$ cat config.mk
export PLATFORM = sky130hd
export DESIGN_NAME = sha_nonce_sequencer
export DESIGN_NICKNAME = d
export VERILOG_FILES = /design/src/rtl/sha_nonce_sequencer.sv
export SDC_FILE = /design/constraint.sdc
export NUM_CORES = 2
export LEC_CHECK = 0
export CAP_MARGIN = 20
export CORE_MARGIN = 2
export CORE_UTILIZATION = 50
export CTS_CLUSTER_DIAMETER = 80
export DETAILED_ROUTE_END_ITERATION = 10
export PLACE_DENSITY = 0.77
export RECOVER_POWER = 100
export REMOVE_ABC_BUFFERS = 1
export SLEW_MARGIN = 20
export SYNTH_ARGS = -nofsm -noshare
export SYNTH_HDL_FRONTEND = slang
export SYNTH_SLANG_ARGS = --single-unit
$ cat constraint.sdc
create_clock -name clk -period 92.8 [get_ports clk]
set_input_delay 13.92 -clock clk [delete_from_list [all_inputs] [get_ports clk]]
set_output_delay 13.92 -clock clk [all_outputs]
set_load 0.1 [all_outputs]
$ cat src/rtl/sha_nonce_sequencer.sv
// Nonce sequencer for a pipelined SHA core: accepts a job, issues a
// contiguous run of nonces one per cycle, tracks in-flight slots and
// captures the first winning nonce reported by the core comparator.
module sha_nonce_sequencer #(
    parameter int PIPE_LATENCY = 64,
    parameter int NONCE_WIDTH  = 32
) (
    input  logic                   clk,
    input  logic                   rst,
    input  logic                   job_valid,
    output logic                   job_ready,
    input  logic [NONCE_WIDTH-1:0] job_nonce_start,
    input  logic [NONCE_WIDTH-1:0] job_nonce_count,
    input  logic                   abort,
    output logic                   core_issue,
    output logic [NONCE_WIDTH-1:0] core_nonce,
    input  logic                   core_hit,
    output logic                   hit_valid,
    input  logic                   hit_ready,
    output logic [NONCE_WIDTH-1:0] hit_nonce,
    output logic                   hit_overflow,
    output logic                   busy,
    output logic                   done
);

    typedef enum logic [1:0] {
        IDLE  = 2'd0,
        ISSUE = 2'd1,
        DRAIN = 2'd2
    } state_t;

    state_t                 state;
    state_t                 state_next;

    logic [NONCE_WIDTH-1:0] next_nonce;
    logic [NONCE_WIDTH-1:0] remaining;
    logic [7:0]             drain_cnt;

    logic                   accept;
    logic                   issue;
    logic                   enter_drain;

    logic [PIPE_LATENCY-1:0] slot_valid;
    logic [NONCE_WIDTH-1:0]  slot_nonce [PIPE_LATENCY];

    logic                   slot_hit;
    logic                   hit_pop;
    logic                   hit_valid_q;
    logic [NONCE_WIDTH-1:0] hit_nonce_q;
    logic                   overflow_q;
    logic                   done_q;

    // State register.
    always_ff @(posedge clk or posedge rst) begin
        if (rst) begin
            state <= IDLE;
        end else begin
            state <= state_next;
        end
    end

    // Next-state logic; issue is decided here so it starts the cycle after acceptance and stops the cycle abort arrives.
    always_comb begin
        state_next  = state;
        accept      = 1'b0;
        issue       = 1'b0;
        enter_drain = 1'b0;
        case (state)
            IDLE: begin
                if (job_valid) begin
                    accept = 1'b1;
                    if (job_nonce_count == '0) begin
                        state_next  = DRAIN;
                        enter_drain = 1'b1;
                    end else begin
                        state_next = ISSUE;
                    end
                end
            end
            ISSUE: begin
                if (abort) begin
                    state_next  = DRAIN;
                    enter_drain = 1'b1;
                end else begin
                    issue = 1'b1;
                    if (remaining == NONCE_WIDTH'(1)) begin
                        state_next  = DRAIN;
                        enter_drain = 1'b1;
                    end
                end
            end
            DRAIN: begin
                if (drain_cnt == 8'd0) begin
                    state_next = IDLE;
                end
            end
            default: begin
                state_next = IDLE;
            end
        endcase
    end

    // Nonce generator and remaining-count tracking for the active job.
    always_ff @(posedge clk or posedge rst) begin
        if (rst) begin
            next_nonce <= '0;
            remaining  <= '0;
        end else if (accept) begin
            next_nonce <= job_nonce_start;
            remaining  <= job_nonce_count;
        end else if (issue) begin
            next_nonce <= next_nonce + NONCE_WIDTH'(1);
            remaining  <= remaining - NONCE_WIDTH'(1);
        end
    end

    // DRAIN lasts exactly PIPE_LATENCY cycles, long enough for the last issued slot to reach the core output.
    always_ff @(posedge clk or posedge rst) begin
        if (rst) begin
            drain_cnt <= 8'd0;
        end else if (enter_drain) begin
            drain_cnt <= 8'(PIPE_LATENCY - 1);
        end else if (state == DRAIN && drain_cnt != 8'd0) begin
            drain_cnt <= drain_cnt - 8'd1;
        end
    end

    // One-cycle retirement pulse, aligned with the return to IDLE.
    always_ff @(posedge clk or posedge rst) begin
        if (rst) begin
            done_q <= 1'b0;
        end else begin
            done_q <= (state == DRAIN) && (drain_cnt == 8'd0);
        end
    end

    // In-flight slot tracker mirroring the core pipeline; it never stalls.
    always_ff @(posedge clk or posedge rst) begin
        if (rst) begin
            slot_valid <= '0;
            for (int i = 0; i < PIPE_LATENCY; i++) begin
                slot_nonce[i] <= '0;
            end
        end else begin
            for (int i = PIPE_LATENCY - 1; i > 0; i--) begin
                slot_valid[i] <= slot_valid[i-1];
                slot_nonce[i] <= slot_nonce[i-1];
            end
            slot_valid[0] <= issue;
            slot_nonce[0] <= next_nonce;
        end
    end

    assign slot_hit = slot_valid[PIPE_LATENCY-1] && core_hit;
    assign hit_pop  = hit_valid_q && hit_ready;

    // One-entry hit buffer; a hit arriving while it is full and not being drained is dropped.
    always_ff @(posedge clk or posedge rst) begin
        if (rst) begin
            hit_valid_q <= 1'b0;
            hit_nonce_q <= '0;
        end else if (slot_hit && (!hit_valid_q || hit_pop)) begin
            hit_valid_q <= 1'b1;
            hit_nonce_q <= slot_nonce[PIPE_LATENCY-1];
        end else if (hit_pop) begin
            hit_valid_q <= 1'b0;
        end
    end

    // Sticky overflow flag, cleared only when a new job is accepted.
    always_ff @(posedge clk or posedge rst) begin
        if (rst) begin
            overflow_q <= 1'b0;
        end else if (accept) begin
            overflow_q <= 1'b0;
        end else if (slot_hit && hit_valid_q && !hit_pop) begin
            overflow_q <= 1'b1;
        end
    end

    assign job_ready    = (state == IDLE);
    assign busy         = (state != IDLE);
    assign core_issue   = issue;
    assign core_nonce   = issue ? next_nonce : '0;
    assign hit_valid    = hit_valid_q;
    assign hit_nonce    = hit_nonce_q;
    assign hit_overflow = overflow_q;
    assign done         = done_q;

endmodule

* After elaboration in Yosys (flattened, before gate mapping)
Index checks and enable logic that the tools add are counted.
** Cells by class
- Add/subtract/negate cells :: 3
- Multiplexer cells :: 26
- Equal/unequal tests :: 6
- Reduce and logical (&&, ||, !) cells :: 20
** Operator list (count)
- $mux 32 :: 5
- $add 32x1->32 const B :: 1
- $eq 32x1->1 const B :: 1
- $logic_not 32->1 :: 1
- $sub 32x1->32 const B :: 1
- $mux 8 :: 2
- $mux 1 :: 12
- $mux 2 :: 5
- $reduce_bool 2->1 :: 5
- $logic_not 8->1 :: 1
- $reduce_bool 8->1 :: 1
- $sub 8x1->8 const B :: 1
- $logic_and 1x1->1 :: 7
- $pmux 2 s3 :: 1
- $ne 2x2->1 const B :: 2
- $ne 3x3->1 const B :: 1
- $reduce_and 3->1 :: 1
- $eq 2x1->1 const B :: 1
- $eq 2x2->1 const B :: 1
- $logic_not 1->1 :: 2
- $logic_not 2->1 :: 1
- $pmux 1 s2 :: 1
- $logic_or 1x1->1 :: 1
** Word-level totals
- Input port bits :: 70
- Flip-flop bits (word level) :: 2221

* Longest topological paths before layout
- Word-level depth :: 5
- Depth in mapped cells :: 7

* Worst setup path after synthesis
No wires, ideal clock.
- Kind :: input to output
- Start :: input port abort
- End :: output port core_nonce[16]
- Arrival :: 16.541 ns
- Slack :: 62.339 ns
- Data required time :: 78.880 ns
- Stages :: 5
- Cell sequence :: or3b_2 buf_2 clkinv_1 clkbuf_1 and2_1
** On the way
- Word-level cells in the longest chain between the ends :: 3
** Ends and longest elaborated chain
- start: declaration :: RTL line 14 : input logic abort,
- $mux 1 :: RTL line 81 : if (abort) begin
- $mux 1 :: RTL line 68 : case (state)
- net core_issue :: RTL line 15 : output logic core_issue,
- $mux 32 :: RTL line 184 : assign core_nonce = issue ? next_nonce : '0;
- end: declaration :: RTL line 16 : output logic [NONCE_WIDTH-1:0] core_nonce,
The timed path passes the listed nets, and every way through them passes these cells.

==> results by group <==
Outcome
  • Outcome: finished with violations
  • Failing checks: max-capacitance violations, max-slew violations

Critical path
  • Reg2reg path depth: 4
  • R2R setup slack: around 89000 ps
  • Crit-path max FO: approximately 160
  • Worst path arrival time: 39500 ps
  • Nature of the critical path startpoint: primary input
  • Crit. End Element: async pin
  • Critical path class: in2async
  • Reg2reg start: state[1]
  • Critical path origin: rst
  • Reg-to-Reg End: remaining[20]
  • Req. time, crit path: between 90000 and 100000 ps

Yosys
  • Mux cell area share after synthesis: 0.006319
  • Synth Area in Compound Gates: 0.01554
  • Main combinational cell family by area after synthesis: simple AND/OR/NAND/NOR gates
  • Post-synthesis adder-cell area fraction: 0.001067
  • Yosys top cell area share: 0.9483
  • Post-synthesis async set-or-reset flop share: 1.000
  • Post-synthesis area per instance: between 20 and 25 um2
  • Synth Flop Type: dfrtp_1
  • Synth area leaders: dfrtp_1 95%, mux2_2 0.61%, nand2_1 0.58%
  • Register area share after synthesis: 0.9483
  • Yosys reg bits: roughly 2200
  • Ys Warns: 0
  • Synth Area in XOR/XNOR: 0.001195
  • Cells after Synth: about 2700
  • Yosys cell types: 50
  • Post-synth top area cell: dfrtp_1
  • Mapped Area: about 59000 um2
  • Post-synth EDFFs: 0
  • Simple-gate area share of the yosys netlist: 0.02476

Global route
  • GRT Total Usage: 0.1789
  • Largest net degree at the start of global routing: 214
  • Antenna violations before repair: 0
  • Number of global-route vias before repair: approximately 27000
  • Gr ovfl total: 0
  • First-pass GRT wire length: between 150000 and 200000 um

STA
  • Slew @ Worst Pin: roughly 7500 ps
  • Fin crit share: 0.4268
  • Worst slew margin: -3.997
  • Final min period: approximately 40000 ps
  • Worst Skew: around 27 ps
  • RSZ-0062 raised after global routing: false
  • Max-slew violation count: 2383
  • Fmax: roughly 25 MHz
  • Hold Vio Cnt, Final: 0
  • Fin Setup TNS: 0 ps
  • WHS: approximately 320 ps
  • Final setup viols: 0

Cells and area
  • Share of cells above drive strength 1: 0.1012
  • Post-Layout Cell Count: 4727
  • Area Overhead vs Synth: 16.30%
  • Fill cell count: approximately 7800
  • # nets final: approximately 3100
  • Finished Cell Area: a little under 70000 um2

Floorplanning
  • Num rows: ~130
  • Top-Level Pins: 140
  • Initial Util: 0.5044
  • Die height: 346.4 um
  • CORE AREA: ~120000 um2
  • Die width: roughly 350 um
  • Die area: between 100000 and 150000 um2

Clock tree
  • Setup bufs post-CTS: 0
  • CTS tree: yes
  • CTS buffer count: 191
  • Clock sinks: roughly 2200
  • Worst-Skew Late Latency: approximately 770 ps
  • H-tree Lvls: 4
  • CTS clk-pin slew, worst paths: approximately 80 ps
  • # hold bufs at CTS: 0
  • Buffers from clock root to sink, at most: 3
  • Post-CTS Resized: 0
  • Root Buffer: clkbuf_16

Detailed routing
  • Routed WL: 101300 um
  • Metal-1 WL: 38730 um
  • DR pass1 iterations: 5
  • DR WL met3: about 4300 um
  • DRC viols: 0
  • Detailed-route via count: 22730
  • Routed Antenna Nets: 0
  • Uppermost layer routed: met4
  • Routed vias/inst: a little under 5
  • Metal2 WL: 56460 um
  • Routed WL per cell: 21.42 um
  • DR iter-0 viols: around 1800

Power and ir drop
  • VDD IR max: 0.02442 mV
  • Power Density: 33.61 nW/um2
  • Overall Power: 2.291 mW
  • P_leak: between 30 and 40 nW

Hold path
  • Hold Crit Endpoint: slot_nonce[473]
  • Hold depth: 0
  • HP Start: slot_nonce[505]
  • Class of the worst hold path: reg2reg

Placement
  • I/O Buffers: around 140
  • Gpl congestion: slightly above 0.8
  • Post-DP HPWL: around 46000 um
  • Post-DP Area: a little over 60000 um2
  • Cells after DPL: around 4400

Run
  • Max cap viols: 29
## layout make-up
type	count	area, um2	area share
sequential	2221	55580	0.8153
clock buffer	296	5617	0.08240
multi-input combinational	452	2865	0.04203
tap	1524	1907	0.02797
timing repair buffer	171	1516	0.02225
clock inverter	47	624.3	0.009159
inverter	14	53.80	0.0007893
antenna	2	5.005	0.00007342
## critical path, cell delays in order
cell and delay (ps):
dlygate4sd3_1 560, clkinvlp_2 3090, clkbuf_1 2060, clkbuf_1 2380, clkbuf_1 2910, clkbuf_1 3560
clkbuf_1 2230, clkbuf_1 5350, clkbuf_1 3210
## metrics by stage
stage,setup WS [ps],utilization
after floorplan,16130,-
after global placement,62200,0.5341
after detailed placement,62170,0.5341
after CTS,62160,0.5878
after global routing,45960,0.5866
final,53200,0.5866
## worst max-delay path by stage
stage / slack [ps] / to / cells past startpoint
6_report: 53200 / slot_nonce[462] / 9
5_1_grt: 45960 / slot_nonce[1162] / 9
4_1_cts: 62160 / core_nonce[28] / 6
3_5_place_dp: 62170 / core_nonce[8] / 6
3_3_place_gp: 62200 / core_nonce[28] / 6
2_1_floorplan: 16130 / done / 1
## cells in the mapped netlist, types with 2 or more instances
cell and n:
and4_1 3, o311ai_0 26, a21oi_1 14, clkbuf_1 24
a22oi_1 8, nor3_1 18, nand4_1 14, and3_1 2
or4_1 6, xnor2_1 5, mux2_2 32, or3_1 12
nor4_1 21, nor3b_1 5, o211ai_1 26, or4_4 2
nor2b_1 4, a221o_1 10, nor4_2 2, nand3_1 30
nand3b_1 2, or2_2 3, a31oi_1 4, buf_2 4
a211o_1 2, inv_1 13, nor2_1 30, ha_1 5
xor2_1 3, nand2_1 90, a21o_1 2, a32oi_1 2
o21ai_0 28, dfrtp_1 2221, and2_1 28
## cell usage in the layout, fill, tap and decap left out, types with 8 or more instances in the layout
master / synthesis / routed
clkbuf_16: 0 / 193
o21ai_0: 28 / 28
nand4_1: 14 / 14
a22oi_1: 8 / 8
o211ai_1: 26 / 26
clkbuf_8: 0 / 40
nor3_1: 18 / 18
o311ai_0: 26 / 26
mux2_2: 32 / 28
clkdlybuf4s50_1: 0 / 64
or3_1: 12 / 12
a221o_1: 10 / 10
nand3_1: 30 / 30
inv_1: 13 / 12
nor4_1: 21 / 21
clkbuf_1: 24 / 93
a21oi_1: 14 / 14
bufinv_16: 0 / 10
nor2_1: 30 / 30
dfrtp_1: 2221 / 2221
and2_1: 28 / 27
clkinv_2: 0 / 20
dlygate4sd3_1: 0 / 74
nand2_1: 90 / 90
## flip-flops by register name (all words and copies together) (netlist names)
register	cells
state	2
slot_valid	64
done	1
hit_overflow	1
remaining	32
next_nonce	32
hit_valid	1
drain_cnt	8
slot_nonce	2048
hit_nonce	32
## cell families (layout without fill, tap and decap cells)
kind of cell	after synthesis	in the layout
AND/OR/NAND/NOR	279	279
AO/OA/AOI/OAI	127	127
flip-flops	2221	2221
XOR/XNOR	8	8
multiplexers	33	33
buffers and inverters	43	528
adder cells (fa/ha/maj)	5	5
other	0	2
## layer usage
metal  global-route usage  vias to the layer above
li1                     -                     9478
met1               0.2279                    12540
met2               0.3177                      562
met3              0.03368                      152
met4              0.04599                        0
met5                    0                        -
## power breakdown
group	switching [mW]	internal (mW)
Clock	0.350	0.446
Combinational	0.0758	0.0277
Sequential	0.129	1.26
Total	0.555	1.74
Power figures use the tool's default switching activity.
